<file path="src/rtl/spi_pingpong_writer_pkg.sv">
// pp_pkg: shared ping-pong buffer geometry and writer FSM state encoding
package pp_pkg;
  localparam int PP_DW    = 8;
  localparam int PP_AW    = 7;
  localparam int PP_DEPTH = 2 ** PP_AW;
  localparam int PP_CNT_W = 16;
  typedef logic [1:0] pp_state_t;
  // bit 1 = holding (target bank still owned by DSP), bit 0 = target bank
  localparam logic [1:0] S_WR0   = 2'b00;
  localparam logic [1:0] S_WR1   = 2'b01;
  localparam logic [1:0] S_HOLD0 = 2'b10;
  localparam logic [1:0] S_HOLD1 = 2'b11;
endpackage

</file>
<file path="src/rtl/spi_pingpong_writer_bank_flag.sv">
// pp_bank_flag: per-bank ready/length handshake between writer and DSP
module pp_bank_flag
  import pp_pkg::*;
#(
  parameter int AW = PP_AW
) (
  input  logic        clk,
  input  logic        rst,
  input  logic        i_close,
  input  logic [AW:0] i_len,
  input  logic        i_finish,
  output logic        o_ready,
  output logic [AW:0] o_len,
  output logic        o_busy
);
  logic          r_pend;
  logic [AW:0]   r_plen;
  logic          r_ready;
  logic [AW:0]   r_len;
  // ready rises one cycle after the close so the RAM has captured the last byte
  always_ff @(posedge clk) begin
    if (rst) begin
      r_pend  <= 1'b0;
      r_plen  <= '0;
      r_ready <= 1'b0;
      r_len   <= '0;
    end else begin
      r_pend <= i_close;
      r_plen <= i_close ? i_len : r_plen;
      if (r_pend) begin
        r_ready <= 1'b1;
        r_len   <= r_plen;
      end else if (i_finish && r_ready) begin
        r_ready <= 1'b0;
        r_len   <= '0;
      end
    end
  end
  assign o_ready = r_ready;
  assign o_len   = r_len;
  // bank is unavailable for writing if about to become ready or ready and not being released now
  assign o_busy  = r_pend | (r_ready & ~i_finish);
endmodule

</file>
<file path="src/rtl/spi_pingpong_writer.sv">
// spi_pingpong_writer: steers SPI bytes alternately into two RAM banks, drops bytes when both are held
module spi_pingpong_writer
  import pp_pkg::*;
#(
  parameter int DW    = PP_DW,
  parameter int AW    = PP_AW,
  parameter int CNT_W = PP_CNT_W
) (
  input  logic             clk,
  input  logic             rst,
  input  logic [DW-1:0]    rx_data,
  input  logic             rx_valid,
  input  logic             flush,
  input  logic             finish0,
  input  logic             finish1,
  output logic             wea0,
  output logic             wea1,
  output logic [AW-1:0]    addra,
  output logic [DW-1:0]    dina,
  output logic             ready0,
  output logic             ready1,
  output logic [AW:0]      len0,
  output logic [AW:0]      len1,
  output logic             overflow,
  output logic [CNT_W-1:0] drop_cnt
);
  pp_state_t        r_state;
  pp_state_t        w_next;
  logic [AW-1:0]    r_ptr;
  logic             r_wea0;
  logic             r_wea1;
  logic [AW-1:0]    r_addra;
  logic [DW-1:0]    r_dina;
  logic             r_overflow;
  logic [CNT_W-1:0] r_drop_cnt;
  logic             w_bank;
  logic             w_fill;
  logic             w_write;
  logic             w_close;
  logic             w_release;
  logic             w_drop;
  logic             w_other_busy;
  logic             w_busy0;
  logic             w_busy1;
  logic [AW:0]      w_len;
  assign w_bank       = r_state[0];
  assign w_fill       = ~r_state[1];
  assign w_write      = w_fill & rx_valid;
  assign w_close      = w_fill & ((w_write & (&r_ptr)) | (flush & ((|r_ptr) | rx_valid)));
  assign w_len        = {1'b0, r_ptr} + {{AW{1'b0}}, w_write};
  assign w_other_busy = w_bank ? w_busy0 : w_busy1;
  assign w_release    = r_state[1] & (w_bank ? (finish1 & ready1) : (finish0 & ready0));
  assign w_drop       = r_state[1] & rx_valid;
  // close hands off to the other bank; a finish on that bank in the same cycle already counts as released
  always_comb w_next = w_close ? {w_other_busy, ~w_bank} : w_release ? {1'b0, w_bank} : r_state;
  // FSM, write pointer, RAM port A registers and drop accounting
  always_ff @(posedge clk) begin
    if (rst) begin
      r_state    <= S_WR0;
      r_ptr      <= '0;
      r_wea0     <= 1'b0;
      r_wea1     <= 1'b0;
      r_addra    <= '0;
      r_dina     <= '0;
      r_overflow <= 1'b0;
      r_drop_cnt <= '0;
    end else begin
      r_state <= w_next;
      r_ptr   <= w_close ? '0 : r_ptr + {{(AW-1){1'b0}}, w_write};
      r_wea0  <= w_write & ~w_bank;
      r_wea1  <= w_write & w_bank;
      r_addra <= w_write ? r_ptr : r_addra;
      r_dina  <= w_write ? rx_data : r_dina;
      if (w_drop) begin
        r_overflow <= 1'b1;
        r_drop_cnt <= (&r_drop_cnt) ? r_drop_cnt : r_drop_cnt + 1'b1;
      end
    end
  end
  pp_bank_flag #(.AW(AW)) u_flag0 (
    .clk      (clk),
    .rst      (rst),
    .i_close  (w_close & ~w_bank),
    .i_len    (w_len),
    .i_finish (finish0),
    .o_ready  (ready0),
    .o_len    (len0),
    .o_busy   (w_busy0)
  );
  pp_bank_flag #(.AW(AW)) u_flag1 (
    .clk      (clk),
    .rst      (rst),
    .i_close  (w_close & w_bank),
    .i_len    (w_len),
    .i_finish (finish1),
    .o_ready  (ready1),
    .o_len    (len1),
    .o_busy   (w_busy1)
  );
  assign wea0     = r_wea0;
  assign wea1     = r_wea1;
  assign addra    = r_addra;
  assign dina     = r_dina;
  assign overflow = r_overflow;
  assign drop_cnt = r_drop_cnt;
endmodule

</file>
<file path="config.mk">
export PLATFORM = sky130hd
export DESIGN_NAME = spi_pingpong_writer
export DESIGN_NICKNAME = d
export VERILOG_FILES = /design/src/rtl/spi_pingpong_writer_pkg.sv /design/src/rtl/spi_pingpong_writer_bank_flag.sv /design/src/rtl/spi_pingpong_writer.sv
export SDC_FILE = /design/constraint.sdc
export NUM_CORES = 1
export LEC_CHECK = 0
export ABC_AREA = 1
export BUFFER_PORTS_ARGS = -buffer_cell sky130_fd_sc_hd__buf_4
export CORE_MARGIN = 2
export CORE_UTILIZATION = 50
export CTS_CLUSTER_SIZE = 10
export DETAILED_ROUTE_END_ITERATION = 12
export PLACE_DENSITY = 0.76
export SLEW_MARGIN = 20
export SYNTH_ARGS = -nofsm -noshare
export SYNTH_HDL_FRONTEND = slang
export SYNTH_HIERARCHICAL = 1
export SYNTH_SLANG_ARGS = --single-unit
</file>
<file path="constraint.sdc">
create_clock -name clk -period 1.8 [get_ports clk]
set_input_delay 0.36 -clock clk [delete_from_list [all_inputs] [get_ports clk]]
set_output_delay 0.36 -clock clk [all_outputs]
set_load 0.05 [all_outputs]
</file>
After elaboration in Yosys (flattened, before gate mapping)
Cells that the tools add are included.
{"block": "totals", "out_inout_bits": 52, "in_bits": 14, "elab_cells": 65, "register_bits": 79}
{"block": "classes", "bitwise": 23, "addsub": 3, "reduce_logical": 10, "n_mux": 12}
{"op": "$mux W8", "n": 4}
{"op": "$add A16 B1 Y16 const B", "n": 1}
{"op": "$reduce_and A16 Y1", "n": 1}
{"op": "$and A1 B1 Y1", "n": 14}
{"op": "$add A7 B1 Y8", "n": 1}
{"op": "$add A7 B1 Y7", "n": 1}
{"op": "$reduce_and A7 Y1", "n": 1}
{"op": "$reduce_or A7 Y1", "n": 1}
{"op": "$mux W1", "n": 6}
{"op": "$reduce_bool A2 Y1", "n": 3}
{"op": "$not A1 Y1", "n": 5}
{"op": "$mux W2", "n": 2}
{"op": "$or A1 B1 Y1", "n": 4}
{"op": "$logic_and A1 B1 Y1", "n": 2}
{"op": "$reduce_and A2 Y1", "n": 1}
{"op": "$reduce_or A2 Y1", "n": 1}

Logic depth before layout (Yosys ltp)
Gate-level depths: netlist of run 1.
{"block": "depth", "word_depth": 6, "mapped_depth": 11, "ltp_nobuf": 10}

By module
The synthesis of run 1 kept the hierarchy.
{"module": "spi_pingpong_writer", "cells_each": 287, "n_inst": 1, "area_per_inst_um2": 2024.4, "seq_area_each_um2": 860.8}
{"module": "pp_bank_flag", "cells_each": 78, "n_inst": 2, "area_per_inst_um2": 747.0, "seq_area_each_um2": 360.3}

Worst setup path after synthesis of run 1
OpenSTA, ideal clock, no wires.
{"block": "synth_path", "kind": "flip-flop to flip-flop", "from": "reg r_state[1]", "to": "reg u_flag0.r_plen[2]", "n_path_buf": 1, "period_less_slack_ns": 1.921, "stages_incl_launch_ff": 11, "setup_ns": 0.070, "arrival_time_ns": 1.852, "setup_slack_ns": -0.121, "required_time_ns": 1.730, "cell_sequence": "dfxtp_1 > inv_1 > nand2_1 > clkinv_1 > buf_2 > ha_1 > ha_1 > or2_2 > nand2_1 > nand2_1 > a21oi_1"}
{"block": "synth_between", "elab_cells_between_ends": 7, "cone_classes": "1 x add/sub; 6 x bitwise"}
{"item": "start: declaration", "line": "spi_pingpong_writer.sv:27", "text": "pp_state_t r_state;"}
{"item": "start signal: assignment", "line": "spi_pingpong_writer.sv:68", "text": "r_state <= w_next;"}
{"item": "$not A1 Y1", "line": "spi_pingpong_writer.sv:47", "text": "assign w_fill = ~r_state[1];"}
{"item": "$and A1 B1 Y1", "line": "spi_pingpong_writer.sv:48", "text": "assign w_write = w_fill & rx_valid;"}
{"item": "$add A7 B1 Y8", "line": "spi_pingpong_writer.sv:50", "text": "assign w_len = {1'b0, r_ptr} + {{AW{1'b0}}, w_write};"}
{"item": "named net w_len[2]", "line": "spi_pingpong_writer.sv:45", "text": "logic [AW:0] w_len;"}
{"item": "end signal: assignment", "line": "spi_pingpong_writer_bank_flag.sv:29", "text": "r_plen <= i_close ? i_len : r_plen;"}
{"item": "end: declaration", "line": "spi_pingpong_writer_bank_flag.sv:17", "text": "logic [AW:0] r_plen;"}
The timed path passes the listed nets, and every way through them passes these cells.
A chain may end at the register's enable or synchronous reset.

Final worst setup path of run 1
Same ends and word-level chain as after synthesis.

==> reports/qor.yml, run 1 <==
status: "completed"
cts_tree: "done"
io_pins: 66
finalCriticalPeriod_ns: 1.661
ir_drop_mv: 0.7149
core_area_um2: 6794
clock-root-buffer: "clkbuf_8"
crit_cells: 9
start_util_pct: 51.79
worst-path-buf-inv: 2
dpl.hpwl_um: 5722
via_per_inst: 5.026
setup_violations: 0
dr.pass1.iters: 5
finalHoldViolations: 0
grt.overflow.total: 0
pre_cts_slack_ns: 0.07363
fin_crit_sh_pct: 92.27
rr_worst_depth: 9
placed_cells: 599
dieHeight_um: 87.89
cts_setup_buffers: 0
cts_buffers: 9
synth_top_family_by_area: "simple AND/OR/NAND/NOR gates"
ant_nets: 0
synthFlopType: "dfxtp_1"
syn-cell-area_um2: 3518
routed_wl_um: 7791
grt_max_degree: 53
clock-sinks: 79
worstPathArrival_ns: 1.93
p_leak_uw: 0.001686
cts_hold_buf: 0
finalNonFillerCells: 614
worstSetupEndpointType: "flop"
hp-class: "input pin to flop"
start_kind: "flop"
syn_inst: 443
insertedDiodeCount: 0
worst_slew_pin_slew_ns: 0.7152
ctsHtreeMaxLevel: 3
portBuffers: 65
crit_chain: "inv_1, nand2_2, clkinv_2, ha_1, ha_1, or2_2, nand2_1, nand2_1, a21oi_1"
critPathMaxStageDelay_ns: 0.36
skew_ns: 0.005167
drive_gt1_share_pct: 30.69
ys_seq_area_share_pct: 44.95
ys_types: 29
gp_congestion: 0.8651
wl_per_cell_um: 12.69
drc_errors: 0
ys_warn_count: 6
cts_resized: 0
dieArea_um2: 7724
synth_seq_cells: 79
ys_async_sr_fraction_pct: 0
area_delta_synth_final_pct: 22.05
synth_area_per_cell_um2: 7.942
final_net_count: 531
slew_violations: 0
min_path_cells: 3
synth_compound_area_share_pct: 13.41
power_uw: 3586
crit_type: "flop to flop"
crit_family: "simple AND/OR/NAND/NOR gates"
num_vias: 3086
synth_fa_ha_area_share_pct: 1.067
power_density_nw_per_um2: 835.1
synth_mux_area_share_pct: 0
clkLatencyLatePin_ns: 0.34
hold_slack_ns: 0.2754
antenna_found_initial: 0
max_freq_ghz: 0.6021
cts_buffer_depth: 2
cts.clk_slew.worst_paths_ns: 0.08
slowest_stage: "dfxtp_1"
grt_pass1_vias: 3003
synth_edf_count: 0
max_slew_margin_pct: 52.32
die_w_um: 87.89
rsz0062_at_grt: "false"
synthSimpleGateAreaFrac_pct: 29.91
synth_fp_nets: 460
crit_fanout: 4
crit_required_ns: 2.06
setup_tns_ns: 0
num_rows: 30
finalWorstSetupSlack_ns: 0.1391
synth_xor_area_share_pct: 2.489
grt_pass1_wl_um: 13190
initialDrtViolationCount: 122
maxCapViolations: 0
track_usage_pct: 21.60
placed cells by master (no fill, tap or decap), types with 3 or more instances in the layout:
master,n
a21oi_1,23
a21oi_2,30
buf_4,76
clkbuf_8,10
clkinv_2,3
dfxtp_1,76
dfxtp_2,3
ha_1,3
inv_1,26
nand2_1,114
nand2_2,4
nand3_1,16
nand3_2,17
nand4_1,5
nor2_1,62
nor2_2,4
nor3_1,4
o21ai_0,17
xnor2_1,4
xor2_1,6
worst register-to-register path: stages, from the launching register on:
cell and delay, ns:
dfxtp_1 0.36, inv_1 0.08, nand2_2 0.09, clkinv_2 0.06, ha_1 0.19, ha_1 0.22
or2_2 0.32, nand2_1 0.08, nand2_1 0.06, a21oi_1 0.14
cells in the mapped netlist, types with 2 or more instances:
| library cell | n | area [um^2] |
|---|---|---|
| buf_2 | 2 | 10.01 |
| ha_1 | 3 | 37.54 |
| xor2_1 | 6 | 52.55 |
| o21ai_0 | 17 | 85.08 |
| a21oi_1 | 23 | 115.1 |
| nand2_1 | 115 | 431.7 |
| xnor2_1 | 4 | 35.03 |
| nand3_1 | 16 | 80.08 |
| inv_4 | 2 | 12.51 |
| nand4_1 | 5 | 31.28 |
| inv_1 | 27 | 101.4 |
| nor2_2 | 4 | 25.02 |
| nand2_4 | 2 | 22.52 |
| nand2_2 | 3 | 18.77 |
| nor3_1 | 4 | 20.02 |
| a21oi_2 | 30 | 262.8 |
| nor2_1 | 62 | 232.7 |
| inv_12 | 2 | 32.53 |
| buf_6 | 9 | 101.4 |
| clkbuf_1 | 4 | 15.01 |
| dfxtp_1 | 79 | 1582 |
| nand3_2 | 17 | 170.2 |
layout make-up:
type	count	area (um^2)
clock buffer	11	141.4
clock inverter	4	70.07
fill	609	2500
inverter	33	155.1
multi-input combinational	315	1652
sequential	79	1585
tap	96	120.1
timing repair buffer	76	570.5
routing by layer:
metal | share of wire [%] | vias to the layer above | global-route usage (%)
met5 | 0 | - | 0
met4 | 1.2 | 0 | 6.993
met3 | 3.9 | 10 | 4.336
met2 | 49 | 68 | 36.98
met1 | 46 | 1445 | 27.30
li1 | - | 1563 | -
sequential cells by signal, indices dropped and copies added, names as in the netlist, 2 cells and up:
signal	cells
u_flag0/r_plen	8
drop_cnt	16
addra	7
r_state	2
r_ptr	7
u_flag0/o_len	8
u_flag1/r_plen	8
dina	8
u_flag1/o_len	8
kinds of logic after synthesis:
logic type               count (synthesis)
AO/OA/AOI/OAI                           71
XOR/XNOR                                10
adder cells (fa/ha/maj)                  3
buffers and inverters                   49
flip-flops                              79
AND/OR/NAND/NOR                        231
path summary, 6_finish.rpt:
kind,from,endpoint,slack (ns)
max,r_state[1]$_SDFFE_PP0P_,u_flag0/r_plen[2]$_SDFFE_PP0P_,0.14
min,rx_data[5],dina[5]$_SDFFE_PP0N_,0.28
max reg2reg,r_state[1]$_SDFFE_PP0P_,u_flag0/r_plen[2]$_SDFFE_PP0P_,0.14
min reg2reg,u_flag0/r_plen[1]$_SDFFE_PP0P_,u_flag0/r_plen[1]$_SDFFE_PP0P_,0.47
through the flow:
step	instance area, um^2	utilization, %
after floorplan	3525	-
after global placement	4081	60.07
after detailed placement	4081	60.07
after CTS	4293	63.19
after global routing	4294	63.20
final	4294	63.20
power breakdown:
part | switching (uW) | internal [uW]
Sequential | 35.1 | 1790
Combinational | 245 | 108
Clock | 604 | 808
Total | 884 | 2700
Power figures use the tool's default switching activity.
==> inputs of run 2 (changes only) <==
- CELL_PAD_IN_SITES_DETAIL_PLACEMENT: not set -> 1
- CELL_PAD_IN_SITES_GLOBAL_PLACEMENT: not set -> 1
- CORE_UTILIZATION: 50 -> 36
- PLACE_DENSITY: 0.76 -> not set
- PLACE_DENSITY_LB_ADDON: not set -> 0.1
==> run 2 against run 1 <==
  * Register-to-register slack got worse by 0.02 ns
  * Global-route usage fell by 3.6 points
  * Clock power fell by 9%
  * Critical endpoint is now u_flag0/r_plen[0]$_SDFFE_PP0P_
  * Highest routed layer unchanged
==> reports/qor.yml, run 2 (same netlist as run 1, synthesis figures left out) <==
power_uw: 3490  # -2.7%
ctsHtreeMaxLevel: 3  # unchanged
crit_required_ns: 2.03  # -0.03 ns
clock-sinks: 79  # unchanged
grt_pass1_vias: 3041  # +1.3%
grt.overflow.total: 0  # unchanged
track_usage_pct: 17.99  # -3.6 points
die_w_um: 102.9  # +17%
wl_per_cell_um: 13.82  # +8.9%
largest_reg_flops: 16  # unchanged
start_kind: "flop"
insertedDiodeCount: 0  # unchanged
dieArea_um2: 10580  # +37%
dr.pass1.iters: 4  # -1
finalCriticalPeriod_ns: 1.680  # +0.01882 ns
crit_type: "flop to flop"
num_vias: 3106  # +0.65%
clock-root-buffer: "clkbuf_8"
mostFrequentLayoutCell: "nand2_1"
cts_buffer_depth: 2  # unchanged
ant_nets: 0  # unchanged
p_leak_uw: 0.001737  # +3.0%
finalHoldViolations: 0  # unchanged
worstPathArrival_ns: 1.91  # -0.02 ns
drive_gt1_share_pct: 32.51  # +1.8 points
final_net_count: 541  # +1.9%
io_pins: 66  # unchanged
setup_violations: 0  # unchanged
worst_slew_pin_slew_ns: 0.5139  # -0.2013 ns
fin_crit_sh_pct: 93.32  # +1.0 points
crit_fanout: 9  # +5
core_area_um2: 9639  # +42%
power_density_nw_per_um2: 791.7  # -5.2%
status: "completed"
finalNonFillerCells: 662  # +7.8%
setup_tns_ns: 0  # unchanged
initialDrtViolationCount: 42  # -66%
hp-class: "input pin to flop"
maxCapViolations: 0  # unchanged
routed_wl_um: 9147  # +17%
grt_pass1_wl_um: 14730  # +12%
antenna_found_initial: 0  # unchanged
drc_errors: 0  # unchanged
grt_max_degree: 36  # -32%
cts.clk_slew.worst_paths_ns: 0.08  # about the same
area_delta_synth_final_pct: 25.28
cts_buffers: 9  # unchanged
via_per_inst: 4.692  # -6.6%
worstSetupEndpointType: "flop"
final_cell_mix: "113 x nand2_1, 84 x buf_4, 77 x dfxtp_1"
start_util_pct: 36.50  # -15 points
gp_congestion: 0.8164  # -5.6%
portBuffers: 65  # unchanged
postLayoutCellArea_um2: 4408  # +2.7%
clkLatencyLatePin_ns: 0.35  # about the same
cts_tree: "done"
placed_cell_area_um2: 4200  # +2.9%
placed_cells: 644  # +7.5%
final_util_pct: 45.73  # -17 points
ir_drop_mv: 0.3256  # -54%
max_freq_ghz: 0.5954  # -1.1%
dieHeight_um: 102.9  # +17%
skew_ns: 0.005290  # +0.0001238 ns
dpl.hpwl_um: 6721  # +17%
num_rows: 36  # +20%
max_slew_margin_pct: 65.70  # +13 points
slew_violations: 0  # unchanged
run 2: changes by cell type in the layout (fill, tap and decap cells not counted), sizes merged:
cell    before  now
clkbuf      11    9
bufinv       2    1
clkinv       3    7
buf         76   86
run 2: metal layers:
layer	global-route usage (%)	up-vias	part of all wire, %
li1	-	1586	-
met1	23.68	1467	48
met2	29.71	43	47
met3	3.051	10	2.9
met4	6.680	0	1.2
met5	0	-	0
run 2: final timing paths:
| kind | start | end | slack (ns) | depth (start not counted) |
|---|---|---|---|---|
| setup / recovery | r_state[1]$_SDFFE_PP0P_ | u_flag0/r_plen[0]$_SDFFE_PP0P_ | 0.12 | 12 |
| hold / removal | rx_data[0] | dina[0]$_SDFFE_PP0N_ | 0.26 | 3 |
| hold reg to reg | u_flag1/r_plen[1]$_SDFFE_PP0P_ | u_flag1/r_plen[1]$_SDFFE_PP0P_ | 0.47 | 2 |
| setup reg to reg | r_state[1]$_SDFFE_PP0P_ | u_flag0/r_plen[0]$_SDFFE_PP0P_ | 0.12 | 12 |
run 2: final cells by class:
class                      count  area, um^2
clock buffer                   9       123.9
clock inverter                 7       63.81
fill                        1212        5231
inverter                      33       157.7
multi-input combinational    315        1657
sequential                    79        1584
tap                          133       166.4
timing repair buffer          86       655.6
run 2: timing repair:
action	4_1_cts	5_1_grt
hold buffers	0	0
gates cloned	0	1
endpoints found under the setup margin	1	16
gates resized for setup	1	4
setup buffers	0	1
run 2: per-stage QoR:
step | setup WS [ns] | hold WS, ns
after floorplan | 0.003358 | 0.4368
after global placement | 0.04639 | 0.4514
after detailed placement | -0.01639 | 0.4568
after CTS | 0.09820 | 0.2485
after global routing | -0.01194 | 0.2569
final | 0.1203 | 0.2577
run 2: power by group:
group	leakage (uW)	switching [uW]	internal [uW]
logic	0.000993	261	121
registers	0.000642	32.4	1790
clock network	0.000103	658	631
total	0.00174	952	2540
run 2: critical path: stages (launching register included):
cell,delay [ns]
dfxtp_1,0.31
inv_1,0.12
nand2_2,0.07
buf_4,0.14
nor2_1,0.12
nand3b_1,0.10
nand2_2,0.12
nand2_1,0.10
nor2_2,0.10
buf_4,0.15
inv_4,0.06
nand2_1,0.10
a21oi_2,0.06
==> inputs of run 3 (changes only) <==
- CORE_MARGIN: 2 -> not set
- CORE_UTILIZATION: 36 -> 43
- clock period: 1.8 -> 2.1 ns (I/O delays scaled with it)
==> run 3 against run 2 <==
  * Maximum frequency shrank 11%
  * Via count shrank 0.55%
  * Combinational power shrank 21%
  * Clock power is essentially flat
  * Clock skew grew 0.0050 ns
  * Die area shrank 19%
  * Total power shrank 9.0%
  * Worst hold slack gained 0.067 ns
  * First-iteration DRC count grew 52%
  * Register-to-register slack gained 0.10 ns
  * Utilization grew 9.2 points
  * Sequential power shrank 14%
==> reports/qor.yml, run 3 (same netlist as run 1, synthesis figures left out) <==
status: "completed"
slew_violations: 0  # unchanged
drive_gt1_share_pct: 29.26  # -3.3 points
rr_worst_depth: 11  # -1
maxCapViolations: 0  # unchanged
clkLatencyLatePin_ns: 0.35  # about the same
crit_fanout: 15  # +6
core_area_um2: 7807  # -19%
power_uw: 3175  # -9.0%
area_delta_synth_final_pct: 21.98
cts_setup_buffers: 0  # unchanged
hold_end: "dina[2]$_SDFFE_PP0N_"
worstSetupEndpointType: "flop"
portBuffers: 65  # unchanged
insertedDiodeCount: 0  # unchanged
clock-root-buffer: "clkbuf_8"
clock-sinks: 79  # unchanged
gp_congestion: 0.7500  # -8.1%
io_pins: 66  # unchanged
placed_cell_area_um2: 4060  # -3.3%
routed_wl_um: 8688  # -5.0%
mostFrequentLayoutCell: "nand2_1"
dr.pass1.iters: 4  # unchanged
nFillCells: 997  # -18%
min_path_cells: 3  # unchanged
finalWorstSetupSlack_ns: 0.2202  # +0.09986 ns
dieArea_um2: 8548  # -19%
ctsHtreeMaxLevel: 3  # unchanged
cts.clk_slew.worst_paths_ns: 0.09  # about the same
cts_hold_buf: 0  # unchanged
power_density_nw_per_um2: 739.8  # -6.6%
hp-class: "input pin to flop"
grt_max_degree: 44  # +22%
fin_crit_sh_pct: 89.52  # -3.8 points
via_per_inst: 4.998  # +6.5%
ir_drop_mv: 0.3427  # +5.2%
die_w_um: 92.46  # -10%
cts_buffer_depth: 2  # unchanged
cts_tree: "done"
wl_per_cell_um: 14.06  # +1.7%
register_area_um2: 1582  # -0.16%
crit_required_ns: 2.31  # +0.28 ns
cts_buffers: 9  # unchanged
cts_resized: 0  # -1
grt_pass1_vias: 3106  # +2.1%
hp-start: "rx_data[2]"
antenna_found_initial: 0  # unchanged
max_slew_margin_pct: 61.45  # -4.2 points
setup_tns_ns: 0  # unchanged
rsz0062_at_grt: "false"
p_leak_uw: 0.001675  # -3.6%
finalHoldViolations: 0  # unchanged
drc_errors: 0  # unchanged
final_cell_mix: "115 x nand2_1, 79 x dfxtp_1, 73 x buf_4"
max_freq_ghz: 0.5320  # -11%
rr_startpoint: "r_state[1]$_SDFFE_PP0P_"
worst_slew_pin_slew_ns: 0.5729  # +0.05903 ns
dieHeight_um: 92.46  # -10%
grt_pass1_wl_um: 14900  # +1.1%
grt.overflow.total: 0  # unchanged
postLayoutCellArea_um2: 4292  # -2.6%
dpl.hpwl_um: 6293  # -6.4%
largest_reg_flops: 16  # unchanged
skew_ns: 0.01033  # +0.005035 ns
r2r_slack_ns: 0.22  # +0.10 ns
start_util_pct: 45.06  # +8.6 points
track_usage_pct: 21.91  # +3.9 points
num_vias: 3089  # -0.55%
multi_input_area_um2: 1649  # -0.45%
worstPathArrival_ns: 2.09  # +0.18 ns
num_rows: 32  # -11%
setup_violations: 0  # unchanged
final_net_count: 528  # -2.4%
initialDrtViolationCount: 64  # +52%
pre_cts_slack_ns: 0.1600  # +0.1764 ns
start_kind: "flop"
crit_type: "flop to flop"
worst_r2r_endpoint: "u_flag1/r_plen[4]$_SDFFE_PP0P_"
finalCriticalPeriod_ns: 1.880  # +0.2001 ns
ant_nets: 0  # unchanged
[run 3: changes by cell type in the layout (fill, tap and decap cells not counted), sizes merged]
cell	previous run	this run
bufinv	1	2
clkbuf	9	12
inv	32	33
clkinvlp	0	1
clkinv	7	1
buf	86	73
[run 3: through the flow]
| stage | instances | util, % | hold slack [ns] |
|---|---|---|---|
| 6_report | 618 | 54.97 | 0.3250 |
| 3_5_place_dp | 602 | 52.00 | 0.4553 |
| 5_1_grt | 618 | 54.97 | 0.3350 |
| 4_1_cts | 618 | 54.97 | 0.3155 |
| 2_1_floorplan | 443 | - | 0.4368 |
| 3_3_place_gp | 602 | 52.00 | 0.4486 |
[run 3: power by group]
| group | switching, uW | internal, uW |
|---|---|---|
| combinational | 211 | 90.6 |
| sequential | 31.0 | 1530 |
| clock | 572 | 740 |
| total | 813 | 2360 |
[run 3: worst max-delay path, cell delays in order, from the launching register on]
cell and delay [ns]:
dfxtp_1 0.34, inv_1 0.13, nand2_1 0.09, buf_4 0.19, nor2_1 0.13, nand3b_1 0.09
nand2_1 0.13, nand3_1 0.12, inv_1 0.26, inv_4 0.10, nand2_1 0.10, a21oi_1 0.06
[run 3: layout make-up]
cell class	count	area share (%)
tap	102	2.974
sequential	79	36.85
timing repair buffer	73	12.77
inverter	33	3.586
clock buffer	12	3.615
multi-input combinational	315	38.43
clock inverter	4	1.778
[run 3: worst max path at each step]
stage	from	to	slack, ns	cells past startpoint
floorplan	rx_valid	u_flag0/r_plen[2]$_SDFFE_PP0P_	0.17	9
global placement	rx_valid	u_flag1/r_plen[6]$_SDFFE_PP0P_	0.27	11
detailed placement	rx_valid	u_flag1/r_plen[6]$_SDFFE_PP0P_	0.16	11
CTS	r_state[1]$_SDFFE_PP0P_	u_flag1/r_plen[4]$_SDFFE_PP0P_	0.22	11
global route	r_state[1]$_SDFFE_PP0P_	u_flag1/r_plen[4]$_SDFFE_PP0P_	0.03	11
finish	r_state[1]$_SDFFE_PP0P_	u_flag1/r_plen[4]$_SDFFE_PP0P_	0.22	11
[run 3: metal layers]
metal	share of wire [%]	global-route usage, %	routed length (um)
met5	0	0	0
met4	1.3	7.813	109
met3	3.2	3.612	279
met2	47	35.43	4092
met1	48	29.38	4206
